## config.mk

```make
export PLATFORM = sky130hd
export DESIGN_NAME = l1_ahb_mtx_out_stg_n
export DESIGN_NICKNAME = d
export VERILOG_FILES = /design/src/rtl/l1_ahb_mtx_pkg.sv /design/src/rtl/l1_ahb_mtx_arb_n.sv /design/src/rtl/l1_ahb_mtx_out_stg_n.sv
export SDC_FILE = /design/constraint.sdc
export NUM_CORES = 1
export LEC_CHECK = 0
export BUFFER_PORTS_ARGS = -buffer_cell sky130_fd_sc_hd__buf_2
export CAP_MARGIN = 20
export CORE_AREA = 2 2 167 169
export CTS_CLUSTER_SIZE = 12
export DETAILED_ROUTE_END_ITERATION = 6
export DIE_AREA = 0 0 169 171
export SLEW_MARGIN = 20
export SYNTH_ARGS = -nofsm -noshare
export SYNTH_HDL_FRONTEND = slang
export SYNTH_SLANG_ARGS = --single-unit
```

## constraint.sdc

```tcl
create_clock -name HCLK -period 3.1 [get_ports HCLK]
set_input_delay 0.62 -clock HCLK [delete_from_list [all_inputs] [get_ports HCLK]]
set_output_delay 0.62 -clock HCLK [all_outputs]
set_load 0.05 [all_outputs]
```

## src/rtl/l1_ahb_mtx_pkg.sv

```systemverilog
// ============================================================================
// Module   : l1_ahb_mtx_pkg
// Brief    : Shared AHB encodings, arbiter state and burst helpers for the
//            N-input matrix output stage.
// Revision : 1.0  initial release
// ============================================================================
`default_nettype none

package l1_ahb_mtx_pkg;

  localparam logic [1:0] HTRANS_IDLE   = 2'b00;
  localparam logic [1:0] HTRANS_BUSY   = 2'b01;
  localparam logic [1:0] HTRANS_NONSEQ = 2'b10;
  localparam logic [1:0] HTRANS_SEQ    = 2'b11;

  localparam logic [2:0] HBURST_SINGLE = 3'b000;
  localparam logic [2:0] HBURST_INCR   = 3'b001;
  localparam logic [2:0] HBURST_WRAP4  = 3'b010;
  localparam logic [2:0] HBURST_INCR4  = 3'b011;
  localparam logic [2:0] HBURST_WRAP8  = 3'b100;
  localparam logic [2:0] HBURST_INCR8  = 3'b101;
  localparam logic [2:0] HBURST_WRAP16 = 3'b110;
  localparam logic [2:0] HBURST_INCR16 = 3'b111;

  typedef enum logic [1:0] {
    ARB_FREE       = 2'd0,
    ARB_HOLD_BURST = 2'd1,
    ARB_HOLD_LOCK  = 2'd2
  } arb_state_e;

  // Beats still to come after the NONSEQ of a fixed-length burst.
  function automatic logic [3:0] burst_beats(input logic [2:0] hburst);
    case (hburst)
      HBURST_WRAP4,  HBURST_INCR4:  burst_beats = 4'd3;
      HBURST_WRAP8,  HBURST_INCR8:  burst_beats = 4'd7;
      HBURST_WRAP16, HBURST_INCR16: burst_beats = 4'd15;
      default:                      burst_beats = 4'd0;
    endcase
  endfunction

endpackage

`default_nettype wire

```

## src/rtl/l1_ahb_mtx_arb_n.sv

```systemverilog
// ============================================================================
// Module   : l1_ahb_mtx_arb_n
// Brief    : Burst- and lock-aware arbiter (fixed priority or round-robin).
// Revision : 1.0  initial release
// ============================================================================
`default_nettype none

module l1_ahb_mtx_arb_n
  import l1_ahb_mtx_pkg::*;
#(
  parameter int NUM_PORTS = 4,
  parameter int PORT_W    = 2,
  parameter int ARB_MODE  = 1
) (
  input  logic                 clk,
  input  logic                 rst_n,
  input  logic [NUM_PORTS-1:0] req,
  input  logic                 hready,
  input  logic                 hsel,
  input  logic [1:0]           htrans,
  input  logic [2:0]           hburst,
  input  logic                 mastlock,
  output logic [PORT_W-1:0]    addr_port,
  output logic                 no_port
);

  arb_state_e        state_q, state_d;
  logic [PORT_W-1:0] addr_port_q, addr_port_d;
  logic [PORT_W-1:0] rr_ptr_q, rr_ptr_d;
  logic              no_port_q, no_port_d;
  logic              hsel_lock_q, hsel_lock_d;
  logic [3:0]        beat_cnt_q, beat_cnt_d;

  logic              hlock_arb;
  logic              in_burst;
  logic [1:0]        trans_eff;
  logic [PORT_W-1:0] win;
  logic              win_vld;
  logic [PORT_W:0]   base;
  logic [PORT_W:0]   cand;

  assign hlock_arb = mastlock & (hsel_lock_q | hsel);
  assign trans_eff = hsel ? htrans : HTRANS_IDLE;
  assign in_burst  = (state_q != ARB_FREE) && (beat_cnt_q != 4'd0);

  always_ff @(posedge clk or negedge rst_n) begin
    if (!rst_n) begin
      state_q     <= ARB_FREE;
      addr_port_q <= '0;
      rr_ptr_q    <= '0;
      no_port_q   <= 1'b1;
      hsel_lock_q <= 1'b0;
      beat_cnt_q  <= 4'd0;
    end else if (hready) begin
      state_q     <= state_d;
      addr_port_q <= addr_port_d;
      rr_ptr_q    <= rr_ptr_d;
      no_port_q   <= no_port_d;
      hsel_lock_q <= hsel_lock_d;
      beat_cnt_q  <= beat_cnt_d;
    end
  end

  always_comb begin
    hsel_lock_d = hsel_lock_q;
    if (hsel & htrans[1] & mastlock) begin
      hsel_lock_d = 1'b1;
    end else if (!mastlock) begin
      hsel_lock_d = 1'b0;
    end

    beat_cnt_d = beat_cnt_q;
    if (in_burst) begin
      case (trans_eff)
        HTRANS_SEQ:  beat_cnt_d = beat_cnt_q - 4'd1;
        HTRANS_BUSY: beat_cnt_d = beat_cnt_q;
        default:     beat_cnt_d = 4'd0;  // IDLE or NONSEQ ends the burst early
      endcase
    end else if (trans_eff == HTRANS_NONSEQ) begin
      beat_cnt_d = burst_beats(hburst);
    end

    if (hlock_arb) begin
      state_d = ARB_HOLD_LOCK;
    end else if (beat_cnt_d != 4'd0) begin
      state_d = ARB_HOLD_BURST;
    end else begin
      state_d = ARB_FREE;
    end
  end

  // Cyclic search starting at the priority base; fixed priority starts at 0.
  always_comb begin
    win     = addr_port_q;
    win_vld = 1'b0;
    base    = (ARB_MODE == 0) ? '0 : {1'b0, rr_ptr_q};
    cand    = '0;
    for (int k = 0; k < NUM_PORTS; k++) begin
      cand = base + (PORT_W+1)'(k);
      if (cand >= (PORT_W+1)'(NUM_PORTS)) begin
        cand = cand - (PORT_W+1)'(NUM_PORTS);
      end
      if (!win_vld && req[cand[PORT_W-1:0]]) begin
        win     = cand[PORT_W-1:0];
        win_vld = 1'b1;
      end
    end
  end

  always_comb begin
    addr_port_d = addr_port_q;
    no_port_d   = no_port_q;
    rr_ptr_d    = rr_ptr_q;
    if (state_d == ARB_FREE) begin
      if (win_vld) begin
        addr_port_d = win;
        no_port_d   = 1'b0;
        rr_ptr_d    = (win == PORT_W'(NUM_PORTS - 1)) ? '0 : win + PORT_W'(1);
      end else begin
        no_port_d   = 1'b1;
      end
    end
  end

  assign addr_port = addr_port_q;
  assign no_port   = no_port_q;

endmodule

`default_nettype wire

```

## src/rtl/l1_ahb_mtx_out_stg_n.sv

```systemverilog
// ============================================================================
// Module   : l1_ahb_mtx_out_stg_n
// Brief    : N-input AHB-Lite matrix output stage; address mux, data mux one
//            data phase behind, and slave ready tracking.
// Revision : 1.0  initial release
// ============================================================================
`default_nettype none

module l1_ahb_mtx_out_stg_n
  import l1_ahb_mtx_pkg::*;
#(
  parameter int NUM_PORTS = 4,
  parameter int PORT_W    = 2,
  parameter int ADDR_W    = 32,
  parameter int DATA_W    = 32,
  parameter int ARB_MODE  = 1
) (
  input  logic                        HCLK,
  input  logic                        HRESETn,
  input  logic [NUM_PORTS-1:0]        sel_op,
  input  logic [NUM_PORTS*ADDR_W-1:0] addr_op,
  input  logic [NUM_PORTS*2-1:0]      trans_op,
  input  logic [NUM_PORTS-1:0]        write_op,
  input  logic [NUM_PORTS*3-1:0]      size_op,
  input  logic [NUM_PORTS*3-1:0]      burst_op,
  input  logic [NUM_PORTS*4-1:0]      prot_op,
  input  logic [NUM_PORTS*4-1:0]      master_op,
  input  logic [NUM_PORTS-1:0]        mastlock_op,
  input  logic [NUM_PORTS*DATA_W-1:0] wdata_op,
  input  logic [NUM_PORTS-1:0]        held_tran_op,
  input  logic                        HREADYOUTM,
  output logic [NUM_PORTS-1:0]        active_op,
  output logic                        HSELM,
  output logic [ADDR_W-1:0]           HADDRM,
  output logic [1:0]                  HTRANSM,
  output logic                        HWRITEM,
  output logic [2:0]                  HSIZEM,
  output logic [2:0]                  HBURSTM,
  output logic [3:0]                  HPROTM,
  output logic [3:0]                  HMASTERM,
  output logic                        HMASTLOCKM,
  output logic                        HREADYMUXM,
  output logic [DATA_W-1:0]           HWDATAM
);

  logic [ADDR_W-1:0] addr_a   [NUM_PORTS];
  logic [1:0]        trans_a  [NUM_PORTS];
  logic [2:0]        size_a   [NUM_PORTS];
  logic [2:0]        burst_a  [NUM_PORTS];
  logic [3:0]        prot_a   [NUM_PORTS];
  logic [3:0]        master_a [NUM_PORTS];
  logic [DATA_W-1:0] wdata_a  [NUM_PORTS];

  logic [NUM_PORTS-1:0] req;
  logic [PORT_W-1:0]    addr_port;
  logic                 no_port;
  logic [PORT_W-1:0]    data_port_q, data_port_d;
  logic                 slave_sel_q, slave_sel_d;

  genvar gi;
  generate
    for (gi = 0; gi < NUM_PORTS; gi++) begin : g_unpack
      assign addr_a[gi]   = addr_op[gi*ADDR_W +: ADDR_W];
      assign trans_a[gi]  = trans_op[gi*2 +: 2];
      assign size_a[gi]   = size_op[gi*3 +: 3];
      assign burst_a[gi]  = burst_op[gi*3 +: 3];
      assign prot_a[gi]   = prot_op[gi*4 +: 4];
      assign master_a[gi] = master_op[gi*4 +: 4];
      assign wdata_a[gi]  = wdata_op[gi*DATA_W +: DATA_W];
    end
  endgenerate

  assign req = held_tran_op & sel_op;

  l1_ahb_mtx_arb_n #(
    .NUM_PORTS (NUM_PORTS),
    .PORT_W    (PORT_W),
    .ARB_MODE  (ARB_MODE)
  ) u_arb (
    .clk       (HCLK),
    .rst_n     (HRESETn),
    .req       (req),
    .hready    (HREADYMUXM),
    .hsel      (HSELM),
    .htrans    (HTRANSM),
    .hburst    (HBURSTM),
    .mastlock  (HMASTLOCKM),
    .addr_port (addr_port),
    .no_port   (no_port)
  );

  always_comb begin
    active_op  = '0;
    HSELM      = 1'b0;
    HADDRM     = '0;
    HTRANSM    = HTRANS_IDLE;
    HWRITEM    = 1'b0;
    HSIZEM     = 3'd0;
    HBURSTM    = HBURST_SINGLE;
    HPROTM     = 4'd0;
    HMASTERM   = 4'd0;
    HMASTLOCKM = 1'b0;
    if (!no_port) begin
      active_op[addr_port] = 1'b1;
      HSELM      = sel_op[addr_port];
      HADDRM     = addr_a[addr_port];
      HTRANSM    = trans_a[addr_port];
      HWRITEM    = write_op[addr_port];
      HSIZEM     = size_a[addr_port];
      HBURSTM    = burst_a[addr_port];
      HPROTM     = prot_a[addr_port];
      HMASTERM   = master_a[addr_port];
      HMASTLOCKM = mastlock_op[addr_port];
    end
  end

  assign HREADYMUXM  = slave_sel_q ? HREADYOUTM : 1'b1;
  assign data_port_d = HREADYMUXM ? addr_port : data_port_q;
  assign slave_sel_d = HREADYMUXM ? HSELM : slave_sel_q;

  always_ff @(posedge HCLK or negedge HRESETn) begin
    if (!HRESETn) begin
      data_port_q <= '0;
      slave_sel_q <= 1'b0;
    end else begin
      data_port_q <= data_port_d;
      slave_sel_q <= slave_sel_d;
    end
  end

  assign HWDATAM = wdata_a[data_port_q];

endmodule

`default_nettype wire

```

# Yosys cells after proc, flatten, opt, wreduce, memory -nomap -nowiden
# Index checks and enable logic that the tools add are counted.
[totals]
reg_bits = 15
out_inout_bits = 88
elab_cells = 136
input_bits = 339
[classes]
n_bitwise = 7
addsub = 9
eq_ne = 11
n_reduce_logical = 18
magnitude_cmp = 12
n_mux = 71
[op_table]
columns = ["cell", "n"]
rows = [
  ["$mux W32", 5],
  ["$bmux W32 S2", 2],
  ["$mux W4", 9],
  ["$mux W2", 14],
  ["$mux W1", 20],
  ["$mux W3", 6],
  ["$bmux W4 S2", 2],
  ["$ge A3 B3 Y1 const B", 5],
  ["$lt A2 B3 Y1 const B", 5],
  ["$bmux W1 S2", 7],
  ["$bmux W3 S2", 2],
  ["$eq A3 B3 Y1 const B", 4],
  ["$pmux W4 S3", 1],
  ["$pmux W4 S2", 1],
  ["$reduce_bool A4 Y1", 2],
  ["$sub A2 B1 Y2 const B", 4],
  ["$add A2 B2 Y3 const B", 2],
  ["$eq A2 B2 Y1 const B", 3],
  ["$eq A3 B2 Y1 const B", 2],
  ["$not A2 Y3", 2],
  ["$reduce_or A2 Y1", 3],
  ["$logic_and A1 B1 Y1", 5],
  ["$and A4 B4 Y4", 1],
  ["$bmux W2 S2", 1],
  ["15 further kinds", 20],
]

# Longest topological paths before layout
[depth]
word_depth = 16
mapped_depth = 9
ltp_nobuf = 9

# Modules after synthesis
# Synthesis repeated with hierarchy kept, for this count alone.
[unflattened]
hier_cells = 311
area_unflattened_um2 = 3673.5
[by_module_without_submodules]
columns = ["mod", "area_each_um2", "cells_each", "n_inst", "seq_area_each_um2"]
rows = [
  ["l1_ahb_mtx_out_stg_n", 2539.9, 175, 1, 75.1],
  ["l1_ahb_mtx_arb_n", 1133.6, 136, 1, 301.5],
]

# Worst setup path before layout
# OpenSTA, ideal clock, no wires.
[synth_path]
path_kind = "reg-to-output"
start = "reg u_arb.addr_port_q[0], in the netlist u_arb.addr_port[0]"
end = "out HADDRM[22]"
path_stages_with_launch = 6
t_required_ns = 2.480
arrival_time_ns = 2.304
n_path_buf = 3
setup_slack_ns = 0.176
path_cell_list = "dfrtp_1 buf_6 buf_4 buf_1 mux4_2 nor2b_1"
[synth_between]
elab_chain_cells = 5
[synth_lines]
columns = ["item", "line_no", "source"]
rows = [
  ["start: declaration", "l1_ahb_mtx_arb_n.sv:28", "logic [PORT_W-1:0] addr_port_q, addr_port_d;"],
  ["start signal: assignment", "l1_ahb_mtx_arb_n.sv:56", "addr_port_q <= addr_port_d;"],
  ["$not A2 Y3 (not written as such)", "l1_ahb_mtx_out_stg_n.sv:106", "HADDRM = addr_a[addr_port];"],
  ["$bmux W32 S2", "l1_ahb_mtx_out_stg_n.sv:106", ""],
  ["$mux W32 (not written as such) (2 in series)", "l1_ahb_mtx_out_stg_n.sv:106", ""],
  ["$mux W32", "l1_ahb_mtx_out_stg_n.sv:103", "if (!no_port) begin"],
  ["end: declaration", "l1_ahb_mtx_out_stg_n.sv:34", "output logic [ADDR_W-1:0] HADDRM,"],
]
# No other way between the ends. The select of a mux whose other input is x is not followed.

# Worst setup path after layout
[layout_path]
start = "reg u_arb.addr_port_q[0], in the netlist u_arb.addr_port[0]"
end = "reg u_arb.addr_port_q[1], in the netlist u_arb.addr_port[1]"
[layout_between]
elab_chain_cells = 15
elab_cells_between_ends = 39
cone_classes = "eq/ne (9); mux (21); bitwise (3); reduce/logical (6)"
[layout_lines]
columns = ["item", "line_no", "source"]
rows = [
  ["$not A2 Y3 (not written as such)", "l1_ahb_mtx_out_stg_n.sv:107, l1_ahb_mtx_out_stg_n.sv:110", ""],
  ["$bmux W3 S2", "l1_ahb_mtx_out_stg_n.sv:110", "HBURSTM = burst_a[addr_port];"],
  ["$mux W3 (not written as such) (2 in series)", "l1_ahb_mtx_out_stg_n.sv:110", ""],
  ["$mux W3", "l1_ahb_mtx_out_stg_n.sv:103", ""],
  ["$eq A3 B3 Y1 or $eq A3 B2 Y1 (tied branches)", "l1_ahb_mtx_pkg.sv:33", "case (hburst)"],
  ["$reduce_or A2 Y1", "l1_ahb_mtx_pkg.sv:33", ""],
  ["$pmux W4 S3", "l1_ahb_mtx_pkg.sv:33", ""],
  ["$mux W4", "l1_ahb_mtx_arb_n.sv:79", "end else if (trans_eff == HTRANS_NONSEQ) begin"],
  ["$mux W4", "l1_ahb_mtx_arb_n.sv:73", "if (in_burst) begin"],
  ["$reduce_bool A4 Y1", "l1_ahb_mtx_arb_n.sv:85", "end else if (beat_cnt_d != 4'd0) begin"],
  ["$mux W1", "l1_ahb_mtx_arb_n.sv:85", ""],
  ["$mux W2 *", "l1_ahb_mtx_arb_n.sv:83", "if (hlock_arb) begin"],
  ["$logic_not A2 Y1 *", "l1_ahb_mtx_arb_n.sv:114", "if (state_d == ARB_FREE) begin"],
  ["$reduce_and A3 Y1 (no line) *", "n/a", ""],
]
# Every way passes the cells marked *; elsewhere a longest branch is shown, timed or not. The select of a mux whose other input is x is not followed.
# A chain may end at the register's enable or synchronous reset.

==> metrics.txt <==
unrepaired setup endpoints after global routing false; final hold slack 0.273 ns; Routed WL per cell around 19 µm; post-route core utilization 22.5%; final setup margin 0.153 ns; Die ar. ~0.029 mm²; Place WS ~0.17 ns; multiplexer share of the synthesized area about 56%; Initial Util between 10% and 20%; CTS tree yes; Die Span Y approximately 170 µm; post-synth cell types 50; Adder-Cell Fraction of Synth Area less than 1%; outcome complete, no violations; post-synthesis simple-gate area fraction 19.4%; Pleak roughly 3 nW; # clock sinks 15; Total Power roughly 7.2 mW; Slew Limit Fails 0; critical-path maximum fanout 15; GP Congestion 0.870; H-Tree Depth 1; antenna violations before repair 5; Post-synth EDFFs 0; Setup TNS 0 ns; Clock transition at path regs around 0.050 ns; crit path DAT between 3 and 4 ns; Synth area leaders mux4_2, dfrtp_1, nor2b_1, a21oi_1, clkbuf_1; syn_area_per_cell about 11 µm²; WL final between 20000 and 25000 µm; Synth Area in XOR/XNOR 0%; endpoint class of the critical path flip-flop; Peak Freq ~340 MHz; Pre-antenna DRT Iters 4; Synth top area share between 50% and 60%; kind of critical path flip-flop to flip-flop; peak supply drop 0.493 mV; Max Cap Viol 0; global-route wire length before repair around 27000 µm; Slowest cell on crit path dfrtp_4; Placed Instance Area 0.00607 mm²; port buffer count about 430; Seq/Total Area, Yosys 10.7%; Layout Nets between 1000 and 1500; core area 0.0273 mm²; syn_nets around 650; pwr/cell area between 1000 and 1500 mW/mm²; total grt overflow 0; deepest clock path buffer count 2; CP required 3.24 ns; largest family of logic cells by synthesized area multiplexers; Slew HR 64.2%; most common cell after layout, fill and taps aside buf_2; setup violators final 0; largest net degree at the start of global routing 41; final worst path period need between 2 and 3 ns; dominant synthesized flop cell dfrtp_1; Synth Instances roughly 310; Setup Buffers After CTS 0; layout cells sized above 1 around three quarters; Hold Violations, Final 0; CTS root buf clkbuf_16; Synth Register Bits 15; Hold Path Class input pin to asynchronous set/reset pin; Worst Skew approximately 0.0040 ns; fin crit share between 90% and 100%; crit-path cells mux4_1, buf_4, nand4_1, and3_1, o21ai_0, nand3_1, or3_4, mux2_4; compound-cell area share of the yosys netlist under 10%; post_cts resized 0; crit start category flip-flop; fraction of registers with async set/reset 100%; initial DRC count ~220; Die Span X between 150 and 200 µm; worst slew pin tran approximately 0.53 ns; IO Pins 427; GRT Util Overall roughly an eighth; most frequent cells in the layout buf_2, mux4_2, nor2b_1, nor2_1, a21oi_1; Residual DRC 0; Post-Layout Cell Count roughly 1100; Worst-Skew Late Latency between 0.2 and 0.3 ns; synth warn 0; drt via density 4.39; Site Rows just over 60; area delta synth->final 75.5%; post-DP HPWL approximately 18000 µm; vias in the first global route 4503; dpl cells roughly 1100; Hold-fix buffers, CTS 0; CP max stage delay approximately 0.61 ns; post-synthesis cell area around 0.0035 mm²; antenna viol nets, final 0; post-route cell area about 0.0062 mm²; largest area contributor in the netlist mux4_2; CTS Buf Count 3; vias post-DR roughly 4700
==> worst max-delay path, delay by kind of cell, from the launching register on <==
family | cells | cell delay (ns)
AO/OA/AOI/OAI | 1 | 0.26
buffers and inverters | 1 | 0.21
flip-flops | 1 | 0.61
multiplexers | 2 | 0.84
AND/OR/NAND/NOR | 4 | 0.90
==> Yosys cell counts, types with 6 or more instances <==
cell      number
and3_1         6
and2_1         6
buf_1          6
dfrtp_1       14
nand2_1       11
inv_1          9
a21oi_1       16
nor2b_1       46
clkbuf_1      18
nand4_1        8
mux4_2        80
nand2b_1       7
nor2_1        18
==> cell families (layout without fill, tap and decap cells) <==
kind of cell,count (synthesis),in the layout
and+or+nand+nor,119,119
muxes,91,91
AOI/OAI and AO/OA,42,42
buffers and inverters,41,454
DFF,15,15
adders and majority gates,1,1
other,0,5
==> power breakdown <==
part | total (mW) | switching [mW] | internal, mW | leakage, nW
Combinational | 6.44 | 4.18 | 2.26 | 2.77
Sequential | 0.486 | 0.176 | 0.310 | 0.178
Clock | 0.263 | 0.0884 | 0.174 | 0.0371
==> routing by layer <==
metal / track usage, % / vias up / routed length [µm]
met5: 0 / - / 38
met4: 1.52 / 6 / 182
met3: 3.49 / 17 / 2220
met2: 22.1 / 350 / 10000
met1: 15.7 / 2243 / 7880
li1: - / 2090 / -
==> state kept, by name (all words and copies together), names as in the netlist, named ones only <==
| signal | flops |
|---|---|
| u_arb.beat_cnt_q | 4 |
| data_port_q | 2 |
| u_arb.addr_port | 2 |
| u_arb.state_q | 2 |
| slave_sel_q | 1 |
| u_arb.hsel_lock_q | 1 |
| u_arb.no_port | 1 |
| u_arb.rr_ptr_q | 1 |
==> final cells by class <==
cell class	count	area (µm²)
diodes	5	12.5
clock buffers	3	75.1
clock inverters	1	7.51
fillers	3028	21200
inverters	9	33.8
multi-input cells	253	2930
flip-flops and latches	15	383
well taps	346	433
repair buffers	441	2280
==> worst paths after layout <==
check	start	to	slack (ns)	depth (start not counted)
max in group asynchronous	HRESETn	u_arb.no_port	2.52	1
max	u_arb.addr_port[0]	u_arb.addr_port[1]	0.15	8
min	HRESETn	u_arb.beat_cnt_q[2]	0.27	1
max reg2reg	u_arb.addr_port[0]	u_arb.addr_port[1]	0.15	8
min in group HCLK	u_arb.state_q[1]	u_arb.state_q[1]	0.50	2
min reg2reg	u_arb.state_q[1]	u_arb.state_q[1]	0.50	2
(Power assumes the default switching activity.)
